--- config.mk ---
export PLATFORM = sky130hd
export DESIGN_NAME = booth_multiplier
export DESIGN_NICKNAME = d
export VERILOG_FILES = /design/src/rtl/booth_multiplier.sv
export SDC_FILE = /design/constraint.sdc
export NUM_CORES = 1
export LEC_CHECK = 0
export ABC_CLOCK_PERIOD_IN_PS = 11310
export CAP_MARGIN = 40
export CORE_MARGIN = 5
export CORE_UTILIZATION = 60
export CTS_BUF_LIST = sky130_fd_sc_hd__clkbuf_16
export DETAILED_ROUTE_END_ITERATION = 10
export PLACE_DENSITY = 0.87
export SYNTH_ARGS = -nofsm -noshare
export SYNTH_HDL_FRONTEND = slang
export SYNTH_SLANG_ARGS = --single-unit
--- constraint.sdc ---
create_clock -name clk -period 11.31 [get_ports clk]
set_input_delay 2.262 -clock clk [delete_from_list [all_inputs] [get_ports clk]]
set_output_delay 2.262 -clock clk [all_outputs]
set_load 0.01 [all_outputs]
--- src/rtl/booth_multiplier.sv ---
// Sequential signed WIDTH x WIDTH -> 2*WIDTH multiplier, radix-2 Booth, one step per clock.
// The hi/lo result registers are loaded only on the final Booth step and hold until the next result or reset.
module booth_multiplier #(
    parameter int WIDTH = 32,
    parameter int CNT_W = 5
) (
    input  logic             clk,
    input  logic             reset,
    input  logic             start,
    input  logic [WIDTH-1:0] a,
    input  logic [WIDTH-1:0] b,
    output logic [WIDTH-1:0] hi,
    output logic [WIDTH-1:0] lo,
    output logic             busy,
    output logic             done
);

    typedef enum logic [1:0] {
        S_IDLE = 2'd0,
        S_RUN  = 2'd1,
        S_DONE = 2'd2
    } state_t;

    state_t             r_state;
    state_t             w_state_next;

    // ACC and M carry one extra bit so that -M is representable for a = -2^(WIDTH-1)
    logic [WIDTH:0]     r_acc;
    logic [WIDTH:0]     r_m;
    logic [WIDTH-1:0]   r_q;
    logic               r_q1;
    logic [CNT_W-1:0]   r_cnt;
    logic [WIDTH-1:0]   r_hi;
    logic [WIDTH-1:0]   r_lo;

    logic [WIDTH:0]     w_sum;
    logic [WIDTH:0]     w_acc_sh;
    logic [WIDTH-1:0]   w_q_sh;
    logic               w_last;

    assign w_last = (r_cnt == CNT_W'(WIDTH - 1));

    always_comb begin
        w_sum = r_acc;
        case ({r_q[0], r_q1})
            2'b01:   w_sum = r_acc + r_m;
            2'b10:   w_sum = r_acc - r_m;
            default: w_sum = r_acc;
        endcase
    end

    // Arithmetic right shift of the concatenation {ACC, Q, Q_1}
    assign w_acc_sh = {w_sum[WIDTH], w_sum[WIDTH:1]};
    assign w_q_sh   = {w_sum[0], r_q[WIDTH-1:1]};

    always_ff @(posedge clk or negedge reset) begin
        if (!reset) begin
            r_state <= S_IDLE;
        end else begin
            r_state <= w_state_next;
        end
    end

    always_comb begin
        w_state_next = r_state;
        busy         = 1'b0;
        done         = 1'b0;
        case (r_state)
            S_IDLE: begin
                if (start) begin
                    w_state_next = S_RUN;
                end
            end
            S_RUN: begin
                busy = 1'b1;
                if (w_last) begin
                    w_state_next = S_DONE;
                end
            end
            S_DONE: begin
                done         = 1'b1;
                w_state_next = S_IDLE;
            end
            default: begin
                w_state_next = S_IDLE;
            end
        endcase
    end

    always_ff @(posedge clk or negedge reset) begin
        if (!reset) begin
            r_acc <= '0;
            r_m   <= '0;
            r_q   <= '0;
            r_q1  <= 1'b0;
            r_cnt <= '0;
            r_hi  <= '0;
            r_lo  <= '0;
        end else begin
            case (r_state)
                S_IDLE: begin
                    if (start) begin
                        r_acc <= '0;
                        r_m   <= {a[WIDTH-1], a};
                        r_q   <= b;
                        r_q1  <= 1'b0;
                        r_cnt <= '0;
                    end
                end
                S_RUN: begin
                    r_acc <= w_acc_sh;
                    r_q   <= w_q_sh;
                    r_q1  <= r_q[0];
                    r_cnt <= r_cnt + CNT_W'(1);
                    if (w_last) begin
                        r_hi <= w_acc_sh[WIDTH-1:0];
                        r_lo <= w_q_sh;
                    end
                end
                default: begin
                end
            endcase
        end
    end

    assign hi = r_hi;
    assign lo = r_lo;

endmodule

Word level (Yosys, flattened, before mapping)
Index checks and enable logic that the tools add are counted.
- flip-flop bits (word level): 169
- bits in latches: 0
- memory bits (writable): 0
- bits in read-only memories: 0
- output and inout port bits: 66
- logic and storage cells: 38
- memories kept: 0
- add/subtract/negate cells: 3
- multipliers: 0
- divide/modulo/power cells: 0
- magnitude comparators: 0
- equality and inequality tests: 7
- shift-type cells: 0
- mux-type cells: 14
- bitwise logic cells: 0
- reduce and logical (&&, ||, !) cells: 6
- operators with widths (kind ; count):
    case mux 33 bit (2 select lines) ; 2
    case mux 32 bit (2 select lines) ; 1
    adder 33 bit ; 1
    2-to-1 mux 33 bit ; 1
    subtractor 33 bit ; 1
    2-to-1 mux 32 bit ; 1
    case mux 5 bit (2 select lines) ; 1
    AND reduction 2 bit ; 4
    adder 5 x 1 -> 5 bit, second input constant ; 1
    == test 5 bit, second input constant ; 1
    2-to-1 mux 5 bit ; 1
    == test 2 x 1 -> 1 bit, second input constant ; 2
    == test 2 bit, second input constant ; 2
    2-to-1 mux 2 bit ; 2
    inequality test 2 bit, second input constant ; 2
    case mux 2 bit (2 select lines) ; 1
    2-to-1 mux 1 bit ; 3
    logical NOT 2 bit ; 1
    case mux 1 bit (2 select lines) ; 1
    nonzero test 2 bit ; 1

Depth between registers and ports, before layout
- word-level depth: 3
- depth in mapped cells: 18
- depth with buffers taken out: 17

Least setup slack after synthesis
No wires, ideal clock.
- kind: register -> register
- from: register r_m[5]
- to: register r_hi[31], in the netlist hi[31]
- data arrival time: 3.861 ns
- data required time: 11.178 ns
- path slack: 7.317 ns
- stages on the path, launching flop included: 18
- path buffers: 1
- period minus slack after synthesis: 3.993 ns
- cells stage by stage: dfrtp_1 -> or4_4 -> or3_4 -> nor4_4 -> inv_2 -> nor4_4 -> and2_4 -> a21oi_2 -> xnor2_1 -> ha_1 -> clkbuf_1 -> and3_1 -> nor4b_1 -> a21oi_1 -> o31a_1 -> nand2_1 -> xnor2_1 -> o21ai_1
- cells in the longest elaborated chain, start to end: 2
- RTL lines (what ; RTL line ; source):
    start: declaration ; 29 ; logic [WIDTH:0] r_m;
    start signal: assignment ; 104 ; r_m <= {a[WIDTH-1], a};
    subtractor 33 bit / adder 33 bit (equally long branches) ; 47, 46 ;
    case mux 33 bit (2 select lines) (*) ; 45 ; case ({r_q[0], r_q1})
    end signal: assignment ; 116 ; r_hi <= w_acc_sh[WIDTH-1:0];
    end: declaration ; 33 ; logic [WIDTH-1:0] r_hi;
Mark *: on every way between the ends. The rest lies on a longest branch, timed or not.
A chain may end at the register's enable or synchronous reset.

Worst setup path after layout
- from: register r_m[4]
- to: register r_acc[29]
- cells in the longest elaborated chain, start to end: 3
- RTL lines (what ; RTL line ; source):
    subtractor 33 bit / adder 33 bit (equally long branches) ; 47, 46 ;
    case mux 33 bit (2 select lines) (*) ; 45 ;
    case mux 33 bit (2 select lines) (*) ; 100 ; case (r_state)
    end signal: assignment ; 111 ; r_acc <= w_acc_sh;
    end: declaration ; 28 ; logic [WIDTH:0] r_acc;
Marks and branches as above.

==> results_dict.tcl <==
set metrics [dict create \
    run_status "finished clean" \
    number_of_buffers_inserted_to_repair_setup_after_cts 0 \
    cts-hold-fix-buffers 0 \
    cts_tree "yes" \
    initial_drc_count 897 \
    clock_tree.buffer_depth 2 \
    reg2reg_depth 16 \
    first_global_vias 8490 \
    share_seq_of_total_power 0.265 \
    timing.final.setup_violations 0 \
    max-vdd-ir-drop_uv 240 \
    remaining_drc_errors 0 \
    switching_share 0.460 \
    count_of_cell_types_in_the_netlist 63 \
    power_frac_clock 0.137 \
    via_count 8451 \
    combinationalPowerShare 0.598 \
    wl_um 25400 \
    synth_area_leader_cell "sky130_fd_sc_hd__dfrtp_1" \
    detail-route-antenna-nets 0 \
    number_of_nets_produced_by_synthesis 1160 \
    finalWeightedCongestion 0.952 \
    source_to_sink_clock_delay_at_the_later_pin_of_the_worst_skew_pair_ns 0.44 \
    postSynthCellCount 1056 \
    final.setup.tns_ns 0 \
    cts-resized-gates 0 \
    timing.critical_path.fanout_max 8 \
    powerDensity_nw_per_um2 359 \
    critPathArrivalTime_ns 4.99 \
    core_region_area_um2 15700 \
    startpoint_type_of_the_worst_setup_path "register" \
    detail_route.wl_per_cell_um 18.3 \
    worst_r2r_endpoint "r_acc[29]$_DFFE_PN0P_" \
    drtPass1Iterations 5 \
    regToRegSetupSlack_ns 6.62 \
    maxSlewHeadroom 0.571 \
    power_switching_mw 1.93 \
    htree_levels 4 \
    dieWidth_um 136 \
    fillCellCount 1102 \
    row_count 46 \
    fraction_of_final_layout_cells_with_drive_strength_greater_than_1 0.0809 \
    final_nets 1265 \
    worst-setup-path-type "reg -> reg" \
    synth_area_um2 9480 \
    timing.hold.worst_endpoint "lo[15]$_DFFE_PN0P_" \
    synth-async-reset-ratio 1.00 \
    share_of_the_synthesized_area_in_the_top_cell_type 0.443 \
    crit_end_category "register" \
    grt_antenna_before_repair 1 \
    achievable-frequency_mhz 213 \
    post-route-min-period_ns 4.69 \
    synth.yosys.seq_area_share 0.443 \
    rsz0062_at_grt "no" \
    grt.total_usage 0.282 \
    actual_slew_at_the_worst_max_slew_pin_ns 0.644 \
    timing.final.crit_share 0.414 \
    synth-edff-count 0 \
    cts_inserted_buffers 17 \
    ys_seq_elements 168 \
    cell_internal_pwr_mw 2.26 \
    hold_violations 0 \
    max_cap_viol_count 0 \
    floorplan.initialDensity 0.604 \
    io_buffers 132 \
    final_max_slew_viol_count 0 \
    crit-reg2reg-launch "r_m[4]$_DFFE_PN0P_" \
    yosysWarnings 0 \
    fp.dieArea_um2 18400 \
    fp.dieH_um 136 \
    io_pins 133 \
    area_growth_syn_to_layout_pct 23.1 \
    postSynthAreaPerCell_um2 8.98 \
    min-delay-path-class "reg -> reg" \
    worst_clock_skew_ns 0.00920 \
    synthFlopType "sky130_fd_sc_hd__dfrtp_1" \
    synth.area.top_cells "sky130_fd_sc_hd__dfrtp_1, sky130_fd_sc_hd__nand2_1, sky130_fd_sc_hd__o21ai_0, sky130_fd_sc_hd__a21oi_1, sky130_fd_sc_hd__ha_1" \
    pin_count_of_the_biggest_net_entering_global_routing 96 \
    cts-root-buf "sky130_fd_sc_hd__clkbuf_16" \
    clk_transition_reported_paths_ns 0.07 \
    hpwl_um 17200 \
    first_pass_grt_wire_length_um 41600 \
    critPathRequiredTime_ns 11.62 \
    clock_sink_count 168 \
    grt-ovfl-total 0 \
    totalPowerFinal_mw 4.19 \
    whs_path_depth 2 \
    routed_via_density 6.08 \
    timing.hold.worst.start "lo[15]$_DFFE_PN0P_" \
    total_leakage_power_nw 5.06 \
]
[cells by family after synthesis]
| logic type | share of synthesized area |
|---|---|
| AND/OR/NAND/NOR | 0.170 |
| buffers and inverters | 0.0340 |
| XOR/XNOR | 0.0563 |
| adder cells (fa/ha/maj) | 0.0496 |
| AO/OA/AOI/OAI | 0.206 |
| flip-flops | 0.443 |
| multiplexers | 0.0406 |
[cell usage after synthesis (all sizes together), types with 3 or more instances]
cell type	count
o21a	4
o21ai	123
a211oi	7
a21oi	102
xor2	13
a21o	20
mux2i	7
buf	8
nand3	5
and2	3
o31a	3
nor2	57
o31ai	3
nor4	5
nand3b	4
or4	4
a22oi	31
o211ai	3
ha	36
nand4	7
dfrtp	168
nand2	177
nand2b	11
inv	21
nor3	13
nor2b	38
a31oi	10
mux2	28
and3	8
xnor2	48
o21bai	6
clkbuf	53
a22o	3
and4	3
[metal layers]
| metal | vias to the layer above | share of wire | global-route usage |
|---|---|---|---|
| met5 | - | 0 | 0 |
| met4 | 0 | 0.033 | 0.119 |
| met3 | 76 | 0.074 | 0.0676 |
| met2 | 367 | 0.48 | 0.451 |
| met1 | 4088 | 0.41 | 0.371 |
| li1 | 3920 | - | - |
[sequential cells by signal, summed over array words and instances (netlist names)]
register	cells
r_acc	32
r_q	32
hi	32
lo	32
r_q1	1
r_cnt	5
r_m	32
r_state	2
[placed cells by master (no fill, tap or decap), types with 4 or more instances in the layout]
cell type	count
sky130_fd_sc_hd__buf_4	7
sky130_fd_sc_hd__nand2_1	176
sky130_fd_sc_hd__xnor2_1	48
sky130_fd_sc_hd__a31oi_1	10
sky130_fd_sc_hd__dfrtp_1	168
sky130_fd_sc_hd__buf_16	4
sky130_fd_sc_hd__a21oi_2	4
sky130_fd_sc_hd__clkbuf_16	17
sky130_fd_sc_hd__nand4_1	7
sky130_fd_sc_hd__ha_1	35
sky130_fd_sc_hd__clkinv_4	4
sky130_fd_sc_hd__inv_1	21
sky130_fd_sc_hd__a21oi_1	98
sky130_fd_sc_hd__nor2_1	56
sky130_fd_sc_hd__a211oi_1	7
sky130_fd_sc_hd__xor2_1	13
sky130_fd_sc_hd__and3_1	8
sky130_fd_sc_hd__nand3b_1	4
sky130_fd_sc_hd__nor3_1	12
sky130_fd_sc_hd__o21bai_1	5
sky130_fd_sc_hd__nor2b_1	37
sky130_fd_sc_hd__mux2_2	28
sky130_fd_sc_hd__inv_6	4
sky130_fd_sc_hd__a22oi_1	31
sky130_fd_sc_hd__a21o_1	20
sky130_fd_sc_hd__nand3_1	5
sky130_fd_sc_hd__nand2b_1	11
sky130_fd_sc_hd__clkdlybuf4s50_1	131
sky130_fd_sc_hd__o21ai_0	121
sky130_fd_sc_hd__o21a_1	4
sky130_fd_sc_hd__mux2i_1	7
[per-stage QoR]
stage	setup WS (ns)	cells	utilization	hold slack (ns)	instance area, um2
6_report	6.62	1391	0.743	0.476	11700
5_1_grt	6.21	1391	0.743	0.500	11700
4_1_cts	6.63	1390	0.743	0.482	11700
3_5_place_dp	6.71	1358	0.707	0.461	11100
3_3_place_gp	6.71	1350	0.695	0.459	10900
2_1_floorplan	7.32	1056	-	0.450	9480
[worst max-delay path by stage]
| stage | from | endpoint | slack (ns) | cells after the start |
|---|---|---|---|---|
| finish | r_m[4]$_DFFE_PN0P_ | r_acc[29]$_DFFE_PN0P_ | 6.62 | 16 |
| global route | r_m[5]$_DFFE_PN0P_ | r_acc[29]$_DFFE_PN0P_ | 6.21 | 16 |
| CTS | r_m[4]$_DFFE_PN0P_ | r_acc[29]$_DFFE_PN0P_ | 6.63 | 16 |
| detailed placement | r_m[4]$_DFFE_PN0P_ | r_acc[29]$_DFFE_PN0P_ | 6.71 | 16 |
| global placement | start | r_m[25]$_DFFE_PN0P_ | 6.71 | 5 |
| floorplan | r_m[5]$_DFFE_PN0P_ | hi[31]$_DFFE_PN0P_ | 7.32 | 17 |
[power by group through the flow]
| stage | clock network, mW | registers [mW] | logic [mW] |
|---|---|---|---|
| 2_1_floorplan | 0 | 1.07 | 1.79 |
| 3_3_place_gp | 0 | 1.09 | 2.32 |
| 3_5_place_dp | 0 | 1.10 | 2.42 |
| 4_1_cts | 0.579 | 1.10 | 2.48 |
| 5_1_grt | 0.606 | 1.14 | 2.77 |
| 6_report | 0.574 | 1.11 | 2.50 |
[worst max-delay path, stage by stage, from the launching register on]
cell and delay [ns]:
sky130_fd_sc_hd__dfrtp_1 0.43, sky130_fd_sc_hd__or4_4 0.57, sky130_fd_sc_hd__or3_4 0.37, sky130_fd_sc_hd__nor4_4 0.24, sky130_fd_sc_hd__inv_2 0.09, sky130_fd_sc_hd__nor2_1 0.30, sky130_fd_sc_hd__nor2_1 0.09, sky130_fd_sc_hd__xnor2_1 0.16
sky130_fd_sc_hd__ha_1 0.40, sky130_fd_sc_hd__a21oi_1 0.31, sky130_fd_sc_hd__nand2b_1 0.08, sky130_fd_sc_hd__o21ai_0 0.29, sky130_fd_sc_hd__a21oi_1 0.14, sky130_fd_sc_hd__a2111oi_0 0.54, sky130_fd_sc_hd__o31ai_1 0.16, sky130_fd_sc_hd__xnor2_1 0.24
sky130_fd_sc_hd__o21ai_0 0.14
[layout make-up]
cell class / count / area (um2) / share of cell area
clock buffers: 17 / 425 / 0.0364
multi-input cells: 805 / 4990 / 0.427
inverters: 22 / 82.6 / 0.00707
repair buffers: 147 / 1560 / 0.134
flip-flops and latches: 168 / 4200 / 0.360
diodes: 1 / 2.50 / 0.000214
well taps: 216 / 270 / 0.0231
clock inverters: 15 / 143 / 0.0122
No activity file was read; power rests on OpenSTA's default activity.
